$ cat src/rtl/display_timing_gen_if.sv
// Raster timing bundle: advance enable in, coordinates, flags and frame count out.
// The generator drives through master; the pixel painter reads through slave.
interface display_timing_gen_if #(
    parameter int CORDW  = 10,
    parameter int FRAMEW = 16
);
    logic              en;
    logic [CORDW-1:0]  sx;
    logic [CORDW-1:0]  sy;
    logic              de;
    logic              hsync;
    logic              vsync;
    logic              line;
    logic              frame;
    logic [FRAMEW-1:0] frame_cnt;

    modport master (
        input  en,
        output sx, sy, de, hsync, vsync, line, frame, frame_cnt
    );

    modport slave (
        output en,
        input  sx, sy, de, hsync, vsync, line, frame, frame_cnt
    );
endinterface

$ cat src/rtl/display_timing_gen.sv
// Parameterised raster timing generator in the pixel clock domain.
// Flags are derived from the next coordinate so they register alongside it.
module display_timing_gen #(
    parameter int CORDW  = 10,
    parameter int H_RES  = 640,
    parameter int H_FP   = 16,
    parameter int H_SYNC = 96,
    parameter int H_BP   = 48,
    parameter int V_RES  = 480,
    parameter int V_FP   = 10,
    parameter int V_SYNC = 2,
    parameter int V_BP   = 33,
    parameter int H_POL  = 0,
    parameter int V_POL  = 0,
    parameter int FRAMEW = 16
) (
    input  logic                clk_pix,
    input  logic                rst_pix,
    display_timing_gen_if.master tim
);
    localparam int H_TOTAL = H_RES + H_FP + H_SYNC + H_BP;
    localparam int V_TOTAL = V_RES + V_FP + V_SYNC + V_BP;

    localparam logic [CORDW-1:0] C_ZERO = {CORDW{1'b0}};
    localparam logic [CORDW-1:0] C_ONE  = {{(CORDW-1){1'b0}}, 1'b1};
    localparam logic [CORDW-1:0] H_LAST = CORDW'(H_TOTAL - 1);
    localparam logic [CORDW-1:0] V_LAST = CORDW'(V_TOTAL - 1);
    localparam logic [CORDW-1:0] H_ACTV = CORDW'(H_RES);
    localparam logic [CORDW-1:0] V_ACTV = CORDW'(V_RES);
    localparam logic [CORDW-1:0] HS_BEG = CORDW'(H_RES + H_FP);
    localparam logic [CORDW-1:0] HS_END = CORDW'(H_RES + H_FP + H_SYNC - 1);
    localparam logic [CORDW-1:0] VS_BEG = CORDW'(V_RES + V_FP);
    localparam logic [CORDW-1:0] VS_END = CORDW'(V_RES + V_FP + V_SYNC - 1);
    localparam logic [FRAMEW-1:0] F_ONE = {{(FRAMEW-1){1'b0}}, 1'b1};
    localparam logic H_ACT = (H_POL != 0) ? 1'b1 : 1'b0;
    localparam logic V_ACT = (V_POL != 0) ? 1'b1 : 1'b0;

    if ((64'(H_TOTAL) > (64'd1 << CORDW)) || (64'(V_TOTAL) > (64'd1 << CORDW))) begin : g_cordw_too_small
        $fatal(1, "display_timing_gen: CORDW too narrow for H_TOTAL/V_TOTAL");
    end

    logic [CORDW-1:0]  sx_r, sy_r;
    logic              de_r, hsync_r, vsync_r, line_r, frame_r;
    logic [FRAMEW-1:0] frame_cnt_r;

    logic [CORDW-1:0]  sx_nxt_s, sy_nxt_s;
    logic              de_nxt_s, hsync_nxt_s, vsync_nxt_s, line_nxt_s, frame_nxt_s;
    logic [FRAMEW-1:0] frame_cnt_nxt_s;

    // Next raster position and the flags describing that position
    always_comb begin
        sx_nxt_s = sx_r;
        sy_nxt_s = sy_r;
        if (sx_r == H_LAST) begin
            sx_nxt_s = C_ZERO;
            if (sy_r == V_LAST) begin
                sy_nxt_s = C_ZERO;
            end else begin
                sy_nxt_s = sy_r + C_ONE;
            end
        end else begin
            sx_nxt_s = sx_r + C_ONE;
        end
        line_nxt_s  = (sx_nxt_s == C_ZERO);
        frame_nxt_s = line_nxt_s && (sy_nxt_s == C_ZERO);
        de_nxt_s    = (sx_nxt_s < H_ACTV) && (sy_nxt_s < V_ACTV);
        hsync_nxt_s = ((sx_nxt_s >= HS_BEG) && (sx_nxt_s <= HS_END)) ? H_ACT : ~H_ACT;
        vsync_nxt_s = ((sy_nxt_s >= VS_BEG) && (sy_nxt_s <= VS_END)) ? V_ACT : ~V_ACT;
        if (frame_nxt_s) begin
            frame_cnt_nxt_s = frame_cnt_r + F_ONE;
        end else begin
            frame_cnt_nxt_s = frame_cnt_r;
        end
    end

    // Output registers; reset parks on the last position so the first advance opens frame 1
    always_ff @(posedge clk_pix or negedge rst_pix) begin
        if (!rst_pix) begin
            sx_r        <= H_LAST;
            sy_r        <= V_LAST;
            de_r        <= 1'b0;
            hsync_r     <= ~H_ACT;
            vsync_r     <= ~V_ACT;
            line_r      <= 1'b0;
            frame_r     <= 1'b0;
            frame_cnt_r <= {FRAMEW{1'b0}};
        end else if (tim.en) begin
            sx_r        <= sx_nxt_s;
            sy_r        <= sy_nxt_s;
            de_r        <= de_nxt_s;
            hsync_r     <= hsync_nxt_s;
            vsync_r     <= vsync_nxt_s;
            line_r      <= line_nxt_s;
            frame_r     <= frame_nxt_s;
            frame_cnt_r <= frame_cnt_nxt_s;
        end
    end

    assign tim.sx        = sx_r;
    assign tim.sy        = sy_r;
    assign tim.de        = de_r;
    assign tim.hsync     = hsync_r;
    assign tim.vsync     = vsync_r;
    assign tim.line      = line_r;
    assign tim.frame     = frame_r;
    assign tim.frame_cnt = frame_cnt_r;
endmodule

$ cat src/flat_wrapper.sv
// flat-port wrapper written by rule: the top's interface ports become plain ports
module display_timing_gen_flat 
#(
    parameter int CORDW  = 10,
    parameter int H_RES  = 640,
    parameter int H_FP   = 16,
    parameter int H_SYNC = 96,
    parameter int H_BP   = 48,
    parameter int V_RES  = 480,
    parameter int V_FP   = 10,
    parameter int V_SYNC = 2,
    parameter int V_BP   = 33,
    parameter int H_POL  = 0,
    parameter int V_POL  = 0,
    parameter int FRAMEW = 16
)
  (clk_pix, rst_pix, tim_en, tim_sx, tim_sy, tim_de, tim_hsync, tim_vsync, tim_line, tim_frame, tim_frame_cnt);
  display_timing_gen_if #(.CORDW(CORDW), .FRAMEW(FRAMEW)) tim_i ();
  input  logic clk_pix;
  input  logic rst_pix;
  input wire logic [$bits(tim_i.en)-1:0] tim_en;
  output wire logic [$bits(tim_i.sx)-1:0] tim_sx;
  output wire logic [$bits(tim_i.sy)-1:0] tim_sy;
  output wire logic [$bits(tim_i.de)-1:0] tim_de;
  output wire logic [$bits(tim_i.hsync)-1:0] tim_hsync;
  output wire logic [$bits(tim_i.vsync)-1:0] tim_vsync;
  output wire logic [$bits(tim_i.line)-1:0] tim_line;
  output wire logic [$bits(tim_i.frame)-1:0] tim_frame;
  output wire logic [$bits(tim_i.frame_cnt)-1:0] tim_frame_cnt;
  assign tim_i.en = tim_en;
  assign tim_sx = tim_i.sx;
  assign tim_sy = tim_i.sy;
  assign tim_de = tim_i.de;
  assign tim_hsync = tim_i.hsync;
  assign tim_vsync = tim_i.vsync;
  assign tim_line = tim_i.line;
  assign tim_frame = tim_i.frame;
  assign tim_frame_cnt = tim_i.frame_cnt;
  display_timing_gen #(.CORDW(CORDW), .H_RES(H_RES), .H_FP(H_FP), .H_SYNC(H_SYNC), .H_BP(H_BP), .V_RES(V_RES), .V_FP(V_FP), .V_SYNC(V_SYNC), .V_BP(V_BP), .H_POL(H_POL), .V_POL(V_POL), .FRAMEW(FRAMEW)) u_core (.clk_pix(clk_pix), .rst_pix(rst_pix), .tim(tim_i));
endmodule
$ cat config.mk
export PLATFORM = sky130hd
export DESIGN_NAME = display_timing_gen_flat
export DESIGN_NICKNAME = d
export VERILOG_FILES = /design/src/rtl/display_timing_gen_if.sv /design/src/rtl/display_timing_gen.sv /design/src/flat_wrapper.sv
export SDC_FILE = /design/constraint.sdc
export NUM_CORES = 1
export LEC_CHECK = 0
export ABC_AREA = 1
export CAP_MARGIN = 20
export CORE_MARGIN = 3
export CORE_UTILIZATION = 50
export CTS_BUF_LIST = sky130_fd_sc_hd__clkbuf_8 sky130_fd_sc_hd__clkbuf_16
export DETAILED_ROUTE_END_ITERATION = 16
export PLACE_DENSITY = 0.75
export SYNTH_ARGS = -nofsm -noshare
export SYNTH_HDL_FRONTEND = slang
export SYNTH_SLANG_ARGS = --single-unit
$ cat constraint.sdc
create_clock -name clk_pix -period 2.6 [get_ports clk_pix]
set_input_delay 0.26 -clock clk_pix [delete_from_list [all_inputs] [get_ports clk_pix]]
set_output_delay 0.26 -clock clk_pix [all_outputs]
set_load 0.05 [all_outputs]
==> metrics, run 1 <==
Mean Syn Cell Area=approximately 7.1 um^2; PwrDens=around 680 mW/mm^2; vias in the first global route=approximately 2,600; die area=0.006710 mm^2; most common flop cell mapped by yosys=dfrtp_1; CP arrival=between 2 and 3 ns; GRT Overall Usage=between 20% and 30%; Max-slew headroom=around two fifths; placed cell area=0.003372 mm^2; Detailed Place HPWL=5164 um; most frequent cell after synthesis=nand2_1; CP peak stage delay=approximately 0.54 ns; f_max=approximately 420 MHz; unrepaired setup endpoints after global routing=no; Die H=just over 80 um; post-synth top area share=between 20% and 30%; Post-DRT Antenna Nets=0; Final Slew Violations=0; worst r2r src=u_core.tim.sx[0]; reg2reg setup slack=a little over 0.2 ns; Mapped Cells=around 410; critical path capture point type=register; Final GP Congestion=slightly above 0.9; CTS sink count=41; DRC=0; Initial DRC Count=200; Seq/Total Area, Yosys=a little over a third; Setup CP Type=register to register; Fin. Hold Viols=0; Die Wd=between 80 and 90 um; Final min period=about 2.4 ns; required time of the worst setup path=2.79 ns; mapped cell area=0.002882 mm^2; largest net degree at the start of global routing=42; CP Cell Sequence=ha_1, nand2_2, nor2_8, inv_4, nor2_8, nand2_1, nand2_2, nand2_2, inv_2, nand2_2, nor2_4, nand4_4, nand2_1, nand2_1; Worst-path clk slew=around 0.09 ns; fin nets=approximately 470; global route overflow=0; DR WL/cell=approximately 14 um; H-tree level count=2; placed insts=between 500 and 600; post-synth net total=approximately 410; peak supply drop=about 0.57 mV; crit path max-delay cell type=dfstp_2; Fin Setup TNS=0 ns; R2R depth=14; row cnt=27; Hold Path Class=input port to asynchronous set/reset pin; router iterations before antenna repair=5; leading area contributor after synthesis=dfrtp_1; first-pass GRT wire length=around 12,000 um; number of cells on the critical path=14; top post-synthesis cells by area=dfrtp_1 (25%), nand2_1 (18%), dfstp_2 (11%), nand4_1 (6.9%), inv_1 (5.7%); diode count=0; Port Buffer Count=43; Top Ports=44; Post-synth EDFFs=0; Synth async-reset ratio=100.0%; worst-case clock buffer depth=2; worst slew pin tran=0.9104 ns; cell area after layout=around 0.0036 mm^2; Vias=2,915; Finished Layout Cells=between 500 and 600; hold_buf cts=0; top cells by count, synth=nand2_1 (138), inv_1 (44), nand4_1 (32), nor2_1 (30), dfrtp_1 (29); CP dominant cell by count=nand2_2; Max Cap Viol=0; crit-path leading delay family=simple AND/OR/NAND/NOR gates; worst skew pair latency=~0.30 ns; effective utilization at floorplan=52.01%; clk_skew=between 0.009 and 0.01 ns; synthesis-to-layout area growth=25.14%; reg-to-reg endpoint=u_core.tim.frame_cnt[9]; Leak=1.789 nW; CP Launch Type=register; total CTS buffers=5; Final setup viols=0; DRT Wirelength=about 7400 um; Buf+Inv Stages, Crit Path=2; share of cells above drive strength 1=approximately 14%; final critical-path share of the clock period=between 90% and 100%; via/cell ratio=about 5.5; Seq cells post-synth=41; status=complete, no violations; initial antenna violation count=0; Max FO, Critical Path=14; core area=between 0.005 and 0.006 mm^2; Root Buffer=clkbuf_8; library cells used by synthesis=33; YS warnings=0; CTS tree=built
## worst max-delay path by stage
stage               slack [ns]              from                  endpoint
finish                    0.20  u_core.tim.sx[0]   u_core.tim.frame_cnt[9]
global route              0.03  u_core.tim.sx[0]   u_core.tim.frame_cnt[9]
CTS                      0.009  u_core.tim.sx[0]   u_core.tim.frame_cnt[9]
detailed placement        0.04  u_core.tim.sx[0]  u_core.tim.frame_cnt[13]
global placement          0.12  u_core.tim.sx[0]  u_core.tim.frame_cnt[12]
floorplan                 0.09  u_core.tim.sx[1]   u_core.tim.frame_cnt[2]
## stage by stage
step / utilization [%] / power (mW) / worst slack [ns] / hold slack, ns
3_5_place_dp: 60.86 / 1.867 / 0.03823 / 0.4446
2_1_floorplan: - / 1.557 / 0.09320 / -0.03559
3_3_place_gp: 60.86 / 1.855 / 0.1210 / 0.4445
5_1_grt: 65.09 / 2.583 / 0.03469 / 0.1554
6_report: 65.09 / 2.446 / 0.2043 / 0.08863
4_1_cts: 63.03 / 2.417 / 0.009211 / 0.1216
## layout make-up
| cell class | instances | area [um^2] |
|---|---|---|
| clock buffers | 6 | 82.58 |
| clock inverters | 2 | 37.54 |
| fillers | 491 | 1934 |
| inverters | 47 | 178.9 |
| multi-input cells | 307 | 1635 |
| flip-flops and latches | 41 | 1044 |
| well taps | 72 | 90.09 |
| repair buffers | 58 | 538.0 |
## report_power, final
part	internal, mW	switching [mW]
Sequential	0.752	0.116
Combinational	0.334	0.700
Clock	0.312	0.232
## cells in the final DEF, fill, tap and decap left out, drive strengths merged, types with 2 or more instances in the layout
cell type,Yosys,routed
a21oi,3,3
buf,8,16
clkbuf,4,6
clkdlybuf4s50,0,42
dfrtp,29,29
dfstp,12,12
ha,6,6
inv,47,47
nand2,147,147
nand3,29,29
nand3b,2,2
nand4,33,34
nor2,37,38
nor3,7,7
nor4,2,2
o21ai,21,21
o21bai,3,3
xnor2,4,4
xor2,8,8
## per-layer routing
| metal | vias to the layer above | routed length [um] | GRT usage (%) |
|---|---|---|---|
| met5 | - | 0 | 0 |
| met4 | 0 | 115 | 6.146 |
| met3 | 13 | 399 | 3.728 |
| met2 | 98 | 3527 | 36.35 |
| met1 | 1377 | 3395 | 31.94 |
| li1 | 1427 | - | - |
## registers in the layout (all words and copies together), names as in the netlist
signal                cells
u_core.tim.de             1
u_core.tim.vsync          1
u_core.tim.sx            10
u_core.tim.frame_cnt     16
u_core.tim.hsync          1
u_core.tim.line           1
u_core.tim.frame          1
u_core.tim.sy            10
## cells by family after synthesis
group	share of synthesized area, %
compound gates	5.732
flops	36.13
fa+ha+maj	2.605
simple gates	42.99
buf+inv	8.901
xor+xnor	3.647
## repair_timing
action,in CTS,in global routing
buffers inserted,0,8
resized for setup,0,8
setup endpoints to repair,0,17
(Power assumes the default switching activity.)
==> inputs of run 2 (changes only) <==
--- a/config.mk
+++ b/config.mk
@@ -11,6 +11,7 @@
 export CORE_UTILIZATION = 50
 export CTS_BUF_LIST = sky130_fd_sc_hd__clkbuf_8 sky130_fd_sc_hd__clkbuf_16
 export DETAILED_ROUTE_END_ITERATION = 16
+export GPL_TIMING_DRIVEN = 0
 export PLACE_DENSITY = 0.75
 export SYNTH_ARGS = -nofsm -noshare
 export SYNTH_HDL_FRONTEND = slang
==> run 2 against run 1 <==
Hold slack improved by 0.21 ns; final cell count rose by 0.75%; routed wire length rose by 4.2%; sequential power rose by 2%; clock skew fell by 0.0047 ns; critical endpoint is now u_core.tim.frame_cnt[6]; register-to-register slack got worse by 0.07 ns; largest cell class unchanged; clock-buffer cell count did not move; global-route usage rose by 1.3 points; clock power barely moved; via count rose by 0.45%; fmax fell by 3.0%.
==> metrics, run 2 (same netlist as run 1, synthesis figures left out) <==
DR WL/cell=around 14 um; clk_skew=around 0.0047 ns; router iterations before antenna repair=4; status=complete, no violations; Port Buffer Count=42; Hold Path Class=input port to register; share of cells above drive strength 1=~14%; f_max=between 400 and 500 MHz; PwrDens=670.4 mW/mm^2; vias in the first global route=roughly 2,600; die area=approximately 0.0067 mm^2; peak supply drop=0.6397 mV; CP Launch Type=register; required time of the worst setup path=about 2.8 ns; synthesis-to-layout area growth=26.05%; hold path endpoint=u_core.tim.vsync; DRT Wirelength=slightly below 8000 um; largest net degree at the start of global routing=31; Max Cap Viol=0; Largest register FFs=16; total CTS buffers=5; CP arrival=2.66 ns; H-tree level count=2; Max FO, Critical Path=10; final critical-path share of the clock period=between 90% and 100%; worst slew pin tran=between 0.5 and 0.6 ns; hold path depth=3; worst skew pair latency=around 0.3 ns; global route overflow=0; reg2reg setup slack=about 0.13 ns; register area=roughly 0.0010 mm^2; effective utilization at floorplan=between 50 and 60%; diode count=0; row cnt=27; fin nets=approximately 470; critical path capture point type=register; Die H=approximately 82 um; Initial DRC Count=244; worst-case clock buffer depth=2; Detailed Place HPWL=5493 um; commonest non-fill, non-tap cell in the layout=nand2_1; GRT Overall Usage=24.13%; Final min period=around 2.5 ns; fill count=510; Fin. Hold Viols=0; DRC=0; R2R depth=16; reg-to-reg endpoint=u_core.tim.frame_cnt[6]; Die Wd=roughly 80 um; Final GP Congestion=slightly above 0.9; core area=around 0.0055 mm^2; via/cell ratio=roughly 5.5; worst r2r src=u_core.tim.sx[1]; Worst-path clk slew=0.08 ns; Setup CP Type=register to register; Final setup viols=0; Tot Pwr=2.435 mW; Post-DRT Antenna Nets=0; multi-input logic area=0.001603 mm^2; initial antenna violation count=0; first-pass GRT wire length=~12,000 um; Root Buffer=clkbuf_8; hold wc startpoint=tim_en; Top Ports=44; CTS tree=built; CTS sink count=between 40 and 50; Leak=around 1.8 nW; Max-slew headroom=between 60% and 70%; Fin Setup TNS=0 ns; most frequent cells in the layout=nand2_1 (137), inv_1 (45), clkdlybuf4s50_1 (41), nand4_1 (32); Final Slew Violations=0; Vias=2,928
[run 2: changes by cell type in the layout (fill, tap and decap cells not counted), sizes merged]
| cell | previous run | this run |
|---|---|---|
| clkbuf | 6 | 11 |
| buf | 16 | 17 |
| clkdlybuf4s50 | 42 | 41 |
| clkinvlp | 1 | 0 |
| dlygate4sd3 | 0 | 1 |
| inv | 47 | 48 |
| nand4 | 34 | 33 |
| nor2 | 38 | 37 |
[run 2: final cells by class]
class,instances,area share (%)
clock inverters,2,0.9301
multi-input cells,305,44.13
well taps,72,2.480
inverters,47,4.926
clock buffers,6,2.274
repair buffers,52,14.26
flip-flops and latches,41,28.73
plain buffers,12,2.274
[run 2: timing repair]
item | CTS | global route
setup buffers | 0 | 8
gates cloned | 0 | 0
pin swaps | 1 | 3
endpoints found under the setup margin | 9 | 15
hold endpoints to repair | 10 | 0
gates resized for setup | 2 | 7
hold buffers | 1 | 0
[run 2: layer usage]
metal  track usage, %  wire length [um]  vias to the layer above
li1                 -                 -                     1433
met1            33.38              3558                     1382
met2            38.13              3585                       99
met3            4.715               462                       14
met4            7.143               142                        0
met5                0                 0                        -
[run 2: report_power, final]
group	switching (mW)	internal (mW)	total, mW
registers	0.130	0.752	0.882
logic	0.674	0.333	1.01
clock network	0.236	0.309	0.546
total	1.04	1.40	2.44
[run 2: per-stage QoR]
step	worst slack, ns	hold slack (ns)	instances	util [%]	area [um^2]
after global routing	-0.03184	0.3305	537	65.56	3632
after detailed placement	-0.009890	0.1689	520	61.50	3407
after CTS	0.01385	0.2877	529	63.87	3538
after global placement	0.04235	0.4721	519	61.22	3392
final	0.1308	0.2963	537	65.56	3632
after floorplan	0.09320	-0.03559	405	-	2882
[run 2: worst max-delay path by stage]
stage                     start  slack (ns)                  endpoint  depth (start not counted)
6_report       u_core.tim.sx[1]        0.13   u_core.tim.frame_cnt[6]                         16
4_1_cts        u_core.tim.sx[1]        0.01  u_core.tim.frame_cnt[13]                         16
3_3_place_gp   u_core.tim.sx[1]        0.04   u_core.tim.frame_cnt[3]                         16
3_5_place_dp   u_core.tim.sx[1]       -0.01   u_core.tim.frame_cnt[6]                         16
2_1_floorplan  u_core.tim.sx[1]        0.09   u_core.tim.frame_cnt[2]                         16
5_1_grt        u_core.tim.sx[1]       -0.03  u_core.tim.frame_cnt[12]                         16
[run 2: worst max-delay path: stages (launching register included)]
cell	delay [ns]
dfstp_2	0.58
ha_2	0.20
nand2_2	0.10
nor2_8	0.17
inv_4	0.07
nor2_8	0.14
buf_8	0.15
nand2_1	0.07
nand2_2	0.09
nand2_2	0.08
inv_2	0.05
nand2_2	0.06
nor2_4	0.16
nand4_4	0.11
buf_4	0.20
nand2_1	0.06
nand2_1	0.06
